### src/rtl/sin_dds_pkg.sv
// ============================================================================
// Module   : sin_dds_pkg
// Brief    : Shared constants and quarter-wave ROM contents for sin_dds_gen.
// Revision : 1.0 - initial release
// ============================================================================
`default_nettype none

package sin_dds_pkg;

    localparam int         c_QUAD_W          = 2;
    localparam logic [1:0] c_COS_QUAD_OFFSET = 2'd1;
    localparam int         c_TAYLOR_TERMS    = 12;
    // pi/2 in unsigned Q2.62
    localparam logic [63:0] c_HALF_PI_Q62    = 64'h6487_ED51_10B4_611A;

    // Rounded magnitude of the half-LSB-offset quarter sine, computed in Q62
    // fixed point so the table is elaboration-time constant without real math.
    function automatic logic [63:0] rom_entry(input int idx, input int data_w, input int lut_aw);
        logic [127:0] x;
        logic [127:0] x2;
        logic [127:0] term;
        logic [127:0] acc;
        logic [127:0] amp;
        logic [127:0] prod;
        x    = ({64'd0, c_HALF_PI_Q62} * 128'(2 * idx + 1)) >> (lut_aw + 1);
        x2   = (x * x) >> 62;
        term = x;
        acc  = x;
        for (int k = 1; k <= c_TAYLOR_TERMS; k++) begin
            term = ((term * x2) >> 62) / 128'((2 * k) * (2 * k + 1));
            if ((k % 2) == 1) acc = acc - term;
            else              acc = acc + term;
        end
        amp  = (128'd1 << (data_w - 1)) - 128'd1;
        prod = (acc * amp + (128'd1 << 61)) >> 62;
        return prod[63:0];
    endfunction

endpackage

`default_nettype wire

### src/rtl/sin_dds_gen_if.sv
// ============================================================================
// Module   : sin_dds_gen_if
// Brief    : Control and sample-stream bundle of the DDS sine generator.
// Options  : SIN_DDS_COS_EN adds the cos_out sample lane.
// Revision : 1.0 - initial release
// ============================================================================
`default_nettype none

interface sin_dds_gen_if #(
    parameter int DATA_W  = 16,
    parameter int PHASE_W = 32
);
    logic                     en;
    logic [PHASE_W-1:0]       fcw_in;
    logic                     fcw_we;
    logic                     phase_clr;
    logic                     out_valid;
    logic                     out_ready;
    logic signed [DATA_W-1:0] sin_out;
`ifdef SIN_DDS_COS_EN
    logic signed [DATA_W-1:0] cos_out;
`endif

    modport master (
        output en, fcw_in, fcw_we, phase_clr, out_ready,
        input  out_valid, sin_out
`ifdef SIN_DDS_COS_EN
        , input cos_out
`endif
    );

    modport slave (
        input  en, fcw_in, fcw_we, phase_clr, out_ready,
        output out_valid, sin_out
`ifdef SIN_DDS_COS_EN
        , output cos_out
`endif
    );
endinterface

`default_nettype wire

### src/rtl/sin_quarter_rom.sv
// ============================================================================
// Module   : sin_quarter_rom
// Brief    : Registered quarter-wave sine magnitude ROM, one or two read ports.
// Options  : SIN_DDS_COS_EN enables the second read port.
// Revision : 1.0 - initial release
// ============================================================================
`default_nettype none

module sin_quarter_rom
    import sin_dds_pkg::*;
#(
    parameter int DATA_W = 16,
    parameter int LUT_AW = 8
) (
    input  wire logic              clk,
    input  wire logic              rst,
    input  wire logic              i_en,
    input  wire logic [LUT_AW-1:0] i_addr0,
    output logic      [DATA_W-2:0] o_data0
`ifdef SIN_DDS_COS_EN
    ,
    input  wire logic [LUT_AW-1:0] i_addr1,
    output logic      [DATA_W-2:0] o_data1
`endif
);
    localparam int c_DEPTH = 1 << LUT_AW;

    logic [DATA_W-2:0] w_rom [c_DEPTH];

    for (genvar gi = 0; gi < c_DEPTH; gi++) begin : g_rom
        localparam logic [63:0] c_ENTRY = rom_entry(gi, DATA_W, LUT_AW);
        assign w_rom[gi] = c_ENTRY[DATA_W-2:0];
    end

    logic [DATA_W-2:0] r_data0_q;
    logic [DATA_W-2:0] w_data0_d;
`ifdef SIN_DDS_COS_EN
    logic [DATA_W-2:0] r_data1_q;
    logic [DATA_W-2:0] w_data1_d;
`endif

    always_comb begin
        w_data0_d = r_data0_q;
        if (i_en) w_data0_d = w_rom[i_addr0];
`ifdef SIN_DDS_COS_EN
        w_data1_d = r_data1_q;
        if (i_en) w_data1_d = w_rom[i_addr1];
`endif
    end

    always_ff @(posedge clk) begin
        if (rst) begin
            r_data0_q <= '0;
`ifdef SIN_DDS_COS_EN
            r_data1_q <= '0;
`endif
        end else begin
            r_data0_q <= w_data0_d;
`ifdef SIN_DDS_COS_EN
            r_data1_q <= w_data1_d;
`endif
        end
    end

    assign o_data0 = r_data0_q;
`ifdef SIN_DDS_COS_EN
    assign o_data1 = r_data1_q;
`endif

endmodule

`default_nettype wire

### src/rtl/sin_dds_gen.sv
// ============================================================================
// Module   : sin_dds_gen
// Brief    : Phase-accumulator sine generator, quarter-wave ROM, valid/ready out.
// Options  : SIN_DDS_COS_EN adds a quadrature cos_out lane in lockstep.
// Revision : 1.0 - initial release
// ============================================================================
`default_nettype none

module sin_dds_gen
    import sin_dds_pkg::*;
#(
    parameter int DATA_W  = 16,
    parameter int LUT_AW  = 8,
    parameter int PHASE_W = 32
) (
    input wire logic     clk,
    input wire logic     rst,
    sin_dds_gen_if.slave bus
);
    localparam int c_IDX_W = LUT_AW + c_QUAD_W;

    logic                w_adv;
    logic [PHASE_W-1:0]  r_phase_q,  w_phase_d;
    logic [PHASE_W-1:0]  r_fcw_q,    w_fcw_d;
    logic                r_v0_q,     w_v0_d;
    logic [c_IDX_W-1:0]  r_idx0_q,   w_idx0_d;
    logic                r_v1_q,     w_v1_d;
    logic                r_sign1_q,  w_sign1_d;
    logic                r_valid_q,  w_valid_d;
    logic [DATA_W-1:0]   r_sin_q,    w_sin_d;
    logic [1:0]          w_quad;
    logic [LUT_AW-1:0]   w_frac;
    logic [LUT_AW-1:0]   w_addr_sin;
    logic [DATA_W-2:0]   w_mag_sin;
    logic [DATA_W-1:0]   w_ext_sin;
`ifdef SIN_DDS_COS_EN
    logic                r_csign1_q, w_csign1_d;
    logic [DATA_W-1:0]   r_cos_q,    w_cos_d;
    logic [1:0]          w_cquad;
    logic [LUT_AW-1:0]   w_addr_cos;
    logic [DATA_W-2:0]   w_mag_cos;
    logic [DATA_W-1:0]   w_ext_cos;
`endif

    // A stalled output freezes every stage, including the accumulator.
    assign w_adv     = !r_valid_q || bus.out_ready;
    assign w_ext_sin = {1'b0, w_mag_sin};
`ifdef SIN_DDS_COS_EN
    assign w_ext_cos = {1'b0, w_mag_cos};
`endif

    always_comb begin
        w_fcw_d   = bus.fcw_we ? bus.fcw_in : r_fcw_q;
        w_phase_d = r_phase_q;
        if (w_adv && bus.en) w_phase_d = r_phase_q + r_fcw_q;
        if (bus.phase_clr)   w_phase_d = '0;
        w_v0_d    = w_adv ? bus.en : r_v0_q;
        w_idx0_d  = (w_adv && bus.en) ? r_phase_q[PHASE_W-1 -: c_IDX_W] : r_idx0_q;

        // Odd quadrants read the quarter table backwards; upper half negates.
        w_quad     = r_idx0_q[c_IDX_W-1 -: c_QUAD_W];
        w_frac     = r_idx0_q[LUT_AW-1:0];
        w_addr_sin = w_quad[0] ? ~w_frac : w_frac;
        w_v1_d     = w_adv ? r_v0_q : r_v1_q;
        w_sign1_d  = w_adv ? w_quad[1] : r_sign1_q;

        w_valid_d  = w_adv ? r_v1_q : r_valid_q;
        w_sin_d    = r_sin_q;
        if (w_adv && r_v1_q) w_sin_d = r_sign1_q ? -w_ext_sin : w_ext_sin;
`ifdef SIN_DDS_COS_EN
        w_cquad    = w_quad + c_COS_QUAD_OFFSET;
        w_addr_cos = w_cquad[0] ? ~w_frac : w_frac;
        w_csign1_d = w_adv ? w_cquad[1] : r_csign1_q;
        w_cos_d    = r_cos_q;
        if (w_adv && r_v1_q) w_cos_d = r_csign1_q ? -w_ext_cos : w_ext_cos;
`endif
    end

    always_ff @(posedge clk) begin
        if (rst) begin
            r_phase_q  <= '0;
            r_fcw_q    <= '0;
            r_v0_q     <= 1'b0;
            r_idx0_q   <= '0;
            r_v1_q     <= 1'b0;
            r_sign1_q  <= 1'b0;
            r_valid_q  <= 1'b0;
            r_sin_q    <= '0;
`ifdef SIN_DDS_COS_EN
            r_csign1_q <= 1'b0;
            r_cos_q    <= '0;
`endif
        end else begin
            r_phase_q  <= w_phase_d;
            r_fcw_q    <= w_fcw_d;
            r_v0_q     <= w_v0_d;
            r_idx0_q   <= w_idx0_d;
            r_v1_q     <= w_v1_d;
            r_sign1_q  <= w_sign1_d;
            r_valid_q  <= w_valid_d;
            r_sin_q    <= w_sin_d;
`ifdef SIN_DDS_COS_EN
            r_csign1_q <= w_csign1_d;
            r_cos_q    <= w_cos_d;
`endif
        end
    end

    sin_quarter_rom #(
        .DATA_W (DATA_W),
        .LUT_AW (LUT_AW)
    ) u_rom (
        .clk     (clk),
        .rst     (rst),
        .i_en    (w_adv),
        .i_addr0 (w_addr_sin),
        .o_data0 (w_mag_sin)
`ifdef SIN_DDS_COS_EN
        ,
        .i_addr1 (w_addr_cos),
        .o_data1 (w_mag_cos)
`endif
    );

    assign bus.out_valid = r_valid_q;
    assign bus.sin_out   = r_sin_q;
`ifdef SIN_DDS_COS_EN
    assign bus.cos_out   = r_cos_q;
`endif

endmodule

`default_nettype wire

### src/flat_wrapper.sv
// flat-port wrapper written by rule: the top's interface ports become plain ports
module sin_dds_gen_flat import sin_dds_pkg::*;
#(
    parameter int DATA_W  = 16,
    parameter int LUT_AW  = 8,
    parameter int PHASE_W = 32
)
  (clk, rst, bus_en, bus_fcw_in, bus_fcw_we, bus_phase_clr, bus_out_ready, bus_out_valid, bus_sin_out);
  sin_dds_gen_if #(.DATA_W(DATA_W), .PHASE_W(PHASE_W)) bus_i ();
  input wire logic clk;
  input wire logic rst;
  input wire logic [$bits(bus_i.en)-1:0] bus_en;
  input wire logic [$bits(bus_i.fcw_in)-1:0] bus_fcw_in;
  input wire logic [$bits(bus_i.fcw_we)-1:0] bus_fcw_we;
  input wire logic [$bits(bus_i.phase_clr)-1:0] bus_phase_clr;
  input wire logic [$bits(bus_i.out_ready)-1:0] bus_out_ready;
  output wire logic [$bits(bus_i.out_valid)-1:0] bus_out_valid;
  output wire logic [$bits(bus_i.sin_out)-1:0] bus_sin_out;
  assign bus_i.en = bus_en;
  assign bus_i.fcw_in = bus_fcw_in;
  assign bus_i.fcw_we = bus_fcw_we;
  assign bus_i.phase_clr = bus_phase_clr;
  assign bus_i.out_ready = bus_out_ready;
  assign bus_out_valid = bus_i.out_valid;
  assign bus_sin_out = bus_i.sin_out;
  sin_dds_gen #(.DATA_W(DATA_W), .LUT_AW(LUT_AW), .PHASE_W(PHASE_W)) u_core (.clk(clk), .rst(rst), .bus(bus_i));
endmodule
### config.mk
export PLATFORM = sky130hd
export DESIGN_NAME = sin_dds_gen_flat
export DESIGN_NICKNAME = d
export VERILOG_FILES = /design/src/rtl/sin_dds_pkg.sv /design/src/rtl/sin_dds_gen_if.sv /design/src/rtl/sin_quarter_rom.sv /design/src/rtl/sin_dds_gen.sv /design/src/flat_wrapper.sv
export SDC_FILE = /design/constraint.sdc
export NUM_CORES = 1
export LEC_CHECK = 0
export ABC_AREA = 1
export BUFFER_PORTS_ARGS = -buffer_cell sky130_fd_sc_hd__buf_2
export CORE_MARGIN = 2
export CORE_UTILIZATION = 60
export CTS_CLUSTER_SIZE = 8
export DETAILED_ROUTE_END_ITERATION = 6
export PLACE_DENSITY = 0.78
export SLEW_MARGIN = 15
export SYNTH_ARGS = -nofsm -noshare
export SYNTH_HDL_FRONTEND = slang
export SYNTH_SLANG_ARGS = --single-unit
export TNS_END_PERCENT = 100
### constraint.sdc
create_clock -name clk -period 3.2 [get_ports clk]
set_input_delay 0.32 -clock clk [delete_from_list [all_inputs] [get_ports clk]]
set_output_delay 0.32 -clock clk [all_outputs]
set_load 0.05 [all_outputs]
==> results.toml, run 1 <==
[finish]
drive_above_1_share_pct = 8.02
num_antenna_cells = 0
syn2layout_area_growth_pct = 6.86
fin_nets = 1929
utilization_pct = 65.6

[setup_path]
crit_buf_inv = 3
cp_top_family = "simple AND/OR/NAND/NOR gates"
required_ps = 3460
slowest_stage = "nor2_1"
startpoint_type = "register"
crit_type = "reg2reg"
path_common_cell = "nand2_1"
path_cells = "inv_1 -> nand2_1 -> nand2_1 -> ha_1 -> inv_1 -> nand3_1 -> nand2_1 -> inv_2 -> nand2_1 -> nand3_1 -> nand2_1 -> nor2_1 -> nor2_1 -> nor2_1 -> a21oi_1"
r2r-start = "u_core.r_idx0_q[0]"
endpoint_kind = "register"
cp.arrival_ps = 3320
cp_max_fo = 7
cp_slowest_stage_delay_ps = 550
startpoint = "u_core.r_idx0_q[0]"

[clocking]
clk_pin_slew_worst_paths_ps = 80
cts_max_level = 3
clock_tree.root_cell = "clkbuf_16"
cts_buffer_depth = 2
clock_sinks = 109
cts_tree = "done"
cts_resized = 0
numCtsBuffers = 9
post_cts_buffers = 0
clk_latency_ps = 380
ctsHoldBuffers = 0

[synthesis]
ys_types = 40
ys_seq_area_share_pct = 21.4
syn_area_mm2 = 0.0102
yosysTopAreaCellShare_pct = 21.4
ys_ff_latch = 109
synth_compound_area_share_pct = 14.9
muxShareOfSynthArea_pct = 0
synth_adder_area_share_pct = 6.10
synth.avg_cell_area_um2 = 5.58
synth_nets = 1911
yosys.area_share.simple_pct = 46.1
synthTopCellsByArea = "dfxtp_1 21%, nand2_1 20%, nand3_1 12%, nor2_1 11%, o21ai_0 6.6%"
ys.flop_type = "dfxtp_1"
synth_xor_area_share_pct = 1.88
synth_top_area_cell = "dfxtp_1"
synth-edff-count = 0
synthCells = 1824
ys_warn_count = 0
synthArstFlopShare_pct = 0
synth_top_family_by_area = "simple AND/OR/NAND/NOR gates"

[floorplan]
die_w_um = 134
core_mm2 = 0.0166
row_count = 47
dieHeight_um = 134
dieArea_mm2 = 0.0180
initial_core_util_pct = 61.4
io_pins = 55

[power]
peakVddDrop_uv = 401
powerDensity_mw_per_mm2 = 467
p_leak_nw = 5.68

[detailed_routing]
routed_via_density = 6.34
final_antenna_net_count = 0
postRouteWirelength_mm = 42.3
drtIter0Drc = 2018
wire_per_inst_um = 20.5
drc = 19
num_vias = 13100
first_pass_iters = 7

[worst_hold_path]
worstHoldStart = "bus_fcw_in[17]"
hold_class = "in2reg"

[grt]
grt_pass1_vias = 12100
antenna_found_initial = 1
grt-ovfl-total = 0
globalRouteTotalUtil_pct = 46.4
grt_max_degree = 58
grt_pass1_wl_mm = 65.1

[placement]
dp_hpwl_mm = 30.1
gp_congestion = 1.12
port_buffers = 54

[sta]
fmax_mhz = 327
tightest_slew_ps = 1050
fin_crit_ps = 3060
hold_viol = 0
period_share_pct = 95.7
skew_ps = 21.8
rsz0062_at_grt = "no"
setup_viol = 0
relSlewSlack_pct = 30.3
final.setup.tns_ps = 0
slew_violations = 0

[outcome]
outcome = "complete, but fails checks"
violations = "DRC"

[run]
cap_violations = 0
## kinds of logic after synthesis
logic type | Yosys count
xor+xnor | 21
compound gates | 285
flops | 109
simple gates | 1134
fa+ha+maj | 49
buf+inv | 226
## where the power goes
part | leakage [nW] | switching, mW | total (mW) | internal, mW
sequential | 0.898 | 0.109 | 1.58 | 1.47
clock | 0.142 | 0.604 | 1.15 | 0.550
combinational | 4.64 | 1.69 | 2.35 | 0.666
## layout make-up
cell class	count	area, um^2
Timing Repair Buffer	92	581
Multi-Input combinational cell	1489	7020
Sequential cell	109	2180
Tap cell	220	275
Clock buffer	9	225
Fill cell	1559	5710
Clock inverter	6	62.6
Inverter	141	529
## layer usage
| metal | GRT usage [%] | vias up | routed length, um |
|---|---|---|---|
| li1 | - | 5945 | - |
| met1 | 54.4 | 5780 | 14600 |
| met2 | 73.8 | 1088 | 18600 |
| met3 | 13.8 | 293 | 5630 |
| met4 | 30.1 | 0 | 3440 |
| met5 | 1.11 | - | 0 |
## stage by stage
stage / setup slack, ps / instance area, um^2 / hold WS, ps / power [mW] / std cells
6_report: 138 / 10900 / 171 / 5.08 / 2066
5_1_grt: 52.2 / 10900 / 171 / 5.28 / 2066
4_1_cts: 364 / 10900 / 170 / 4.92 / 2066
3_5_place_dp: 371 / 10600 / 465 / 3.78 / 2051
3_3_place_gp: 363 / 10600 / 447 / 3.79 / 2051
2_1_floorplan: 868 / 10200 / 442 / 3.12 / 1824
## worst paths after layout
check / depth (start not counted) / endpoint / slack, ps
min: 3 / u_core.r_fcw_q[17] / 170
max reg2reg: 15 / u_core.u_rom.o_data0[5] / 140
max: 15 / u_core.u_rom.o_data0[5] / 140
min reg2reg: 2 / u_core.bus.sin_out[15] / 490
## cell usage after synthesis (all sizes together) (2+ instances only)
| master | number |
|---|---|
| nor3 | 11 |
| a21oi | 104 |
| nand3 | 235 |
| ha | 48 |
| o21ai | 147 |
| nand2 | 569 |
| xnor2 | 6 |
| o221ai | 3 |
| inv | 139 |
| dfxtp | 109 |
| o21a | 5 |
| buf | 47 |
| clkbuf | 38 |
| nand4 | 7 |
| nor2 | 308 |
| clkinv | 2 |
| a31oi | 4 |
| o21bai | 6 |
| a21o | 3 |
| xor2 | 15 |
| o211ai | 10 |
## sequential cells by signal (all words and copies together), names as in the netlist, 10 cells and up
signal                cells
u_core.r_fcw_q           32
u_core.r_phase_q         32
u_core.u_rom.o_data0     15
u_core.bus.sin_out       16
u_core.r_idx0_q          10
## worst reg2reg max path, cell delays in order (launching register included)
cell and delay, ps:
dfxtp_1 450, inv_1 160, nand2_1 80, nand2_1 70, ha_1 320, inv_1 90
nand3_1 350, nand2_1 230, inv_2 180, nand2_1 60, nand3_1 70, nand2_1 80
nor2_1 550, nor2_1 90, nor2_1 120, a21oi_1 70
## placed cells by master (no fill, tap or decap), types with 5 or more instances in the layout
cell type,instances
xor2_1,15
o211ai_1,10
nand2_2,17
o21bai_1,6
buf_2,54
clkbuf_16,9
nand2_1,548
inv_1,130
o21a_1,5
nand3_1,235
o21ai_1,13
a21oi_1,103
dfxtp_1,109
nor2_2,6
nor3_1,11
ha_1,48
nor2_1,301
o21ai_0,134
buf_4,36
nand4_1,7
inv_2,8
(Power assumes the default switching activity.)
==> inputs of run 2 (changes only) <==
--- a/config.mk
+++ b/config.mk
@@ -12,6 +12,7 @@
 export CTS_CLUSTER_SIZE = 8
 export DETAILED_ROUTE_END_ITERATION = 6
 export PLACE_DENSITY = 0.78
+export RECOVER_POWER = 100
 export SLEW_MARGIN = 15
 export SYNTH_ARGS = -nofsm -noshare
 export SYNTH_HDL_FRONTEND = slang
==> constraint.sdc (replaced) <==
create_clock -name clk -period 3.4 [get_ports clk]
set_input_delay 0.34 -clock clk [delete_from_list [all_inputs] [get_ports clk]]
set_output_delay 0.34 -clock clk [all_outputs]
set_load 0.05 [all_outputs]
==> results.toml, run 2 (synthesis gave the netlist of run 1 again) <==
[power]
p_leak_nw = 5.58
finalPower_mw = 4.80
powerDensity_mw_per_mm2 = 444
peakVddDrop_uv = 379

[setup_path]
startpoint = "u_core.r_idx0_q[8]"
path_cells = "inv_2 -> nand2_1 -> nand2_1 -> ha_1 -> inv_1 -> nand3_1 -> inv_1 -> o21ai_0 -> nand2_1 -> nand2_1 -> o21ai_0 -> nand3_1 -> nor2_1 -> nor2_1"
r2r-start = "u_core.r_idx0_q[8]"
r2r_cells = 14
startpoint_type = "register"
cp.arrival_ps = 3480
r2r-end = "u_core.u_rom.o_data0[1]"
cp_max_fo = 12
crit_buf_inv = 3
slowest_stage = "dfxtp_1"
required_ps = 3660
rrSetupSlack_ps = 180
endpoint_kind = "register"
path_common_cell = "nand2_1"
cp_slowest_stage_delay_ps = 570
cp_top_family = "simple AND/OR/NAND/NOR gates"
crit_type = "reg2reg"

[placement]
port_buffers = 54
dpl-instance-area_mm2 = 0.0105
dp_hpwl_mm = 29.3
gp_congestion = 1.14

[clocking]
cts_tree = "done"
cts_max_level = 3
clock_tree.root_cell = "clkbuf_16"
clk_latency_ps = 370
clk_pin_slew_worst_paths_ps = 90
cts_buffer_depth = 2
post_cts_buffers = 0
numCtsBuffers = 9
clock_sinks = 109

[floorplan]
dieHeight_um = 134
row_count = 47
initial_core_util_pct = 61.4
die_w_um = 134
dieArea_mm2 = 0.0180
core_mm2 = 0.0166
io_pins = 55

[sta]
slew_violations = 0
skew_ps = 14.2
period_share_pct = 94.7
final.setup.tns_ps = 0
rsz0062_at_grt = "no"
hold_viol = 0
relSlewSlack_pct = 9.23
tightest_slew_ps = 1360
fmax_mhz = 311
fin_crit_ps = 3220
setup_viol = 0

[finish]
syn2layout_area_growth_pct = 6.43
fin_nets = 1921
seqCellArea_mm2 = 0.00218
multi_input_area_mm2 = 0.00703
num_antenna_cells = 0
design_area_mm2 = 0.0108
nFillCells = 1571
drive_above_1_share_pct = 6.58
mostFrequentLayoutCells = "548 x nand2_1, 301 x nor2_1, 234 x nand3_1, 136 x o21ai_0, 131 x inv_1"
final_common_cell = "nand2_1"

[grt]
grt-ovfl-total = 0
grt_max_degree = 62
antenna_found_initial = 0
use_met3_pct = 12.2
grt_pass1_wl_mm = 64.3
grt_pass1_vias = 11900
busiest_layer = "met2"
globalRouteTotalUtil_pct = 45.7
grtUsageMet2_pct = 72.1
globalRouteMet1Util_pct = 55.6

[detailed_routing]
postRouteWirelength_mm = 41.6
wire_per_inst_um = 20.2
routed_via_density = 6.26
drtIter0Drc = 1777
first_pass_iters = 7
num_vias = 12900
drc = 11
final_antenna_net_count = 0

[worst_hold_path]
hold_path_depth = 3
hold_class = "in2reg"
holdPathEnd = "u_core.r_fcw_q[16]"
worstHoldStart = "bus_fcw_in[16]"

[outcome]
outcome = "complete, but fails checks"
violations = "DRC"

[run]
cap_violations = 0
## run 2: power breakdown
| group | internal [mW] | switching, mW |
|---|---|---|
| Sequential | 1.38 | 0.100 |
| Combinational | 0.615 | 1.58 |
| Clock | 0.533 | 0.594 |
| Total | 2.53 | 2.28 |
## run 2: how the worst max path moves through the flow
stage | endpoint | slack, ps | cells past startpoint
2_1_floorplan | u_core.u_rom.o_data0[7] | 1070 | 17
3_3_place_gp | u_core.u_rom.o_data0[5] | 400 | 14
3_5_place_dp | u_core.u_rom.o_data0[5] | 400 | 14
4_1_cts | u_core.u_rom.o_data0[5] | 380 | 14
5_1_grt | u_core.u_rom.o_data0[0] | 50 | 14
6_report | u_core.u_rom.o_data0[1] | 180 | 14
## run 2: final cells by class
| cell class | count | area share [%] |
|---|---|---|
| inverters | 141 | 4.89 |
| flip-flops and latches | 109 | 20.1 |
| clock buffers | 9 | 2.08 |
| multi-input cells | 1489 | 64.9 |
| repair buffers | 84 | 4.64 |
| well taps | 220 | 2.54 |
| clock inverters | 7 | 0.843 |
## run 2: layer usage
metal	vias up	share of wire [%]
li1	5924	-
met1	5733	37
met2	1002	44
met3	225	13
met4	0	6.9
met5	-	0
## run 2: repair_timing
action	in CTS	in global routing
setup endpoints to repair	0	2
resized for setup	0	1
hold buffers	0	0
endpoints found under the hold margin	0	0
## run 2: through the flow
step / worst slack (ps) / hold WS (ps) / util [%] / instances
detailed placement: 400 / 453 / 63.6 / 2043
global route: 45.3 / 196 / 65.3 / 2059
CTS: 376 / 188 / 65.5 / 2059
global placement: 398 / 449 / 63.6 / 2043
finish: 181 / 186 / 65.3 / 2059
floorplan: 1070 / 442 / - / 1824
## run 2: tightest hold or removal path, stage by stage
cell and delay, ps:
buf_2 70, nor2_1 30, nor2_1 80
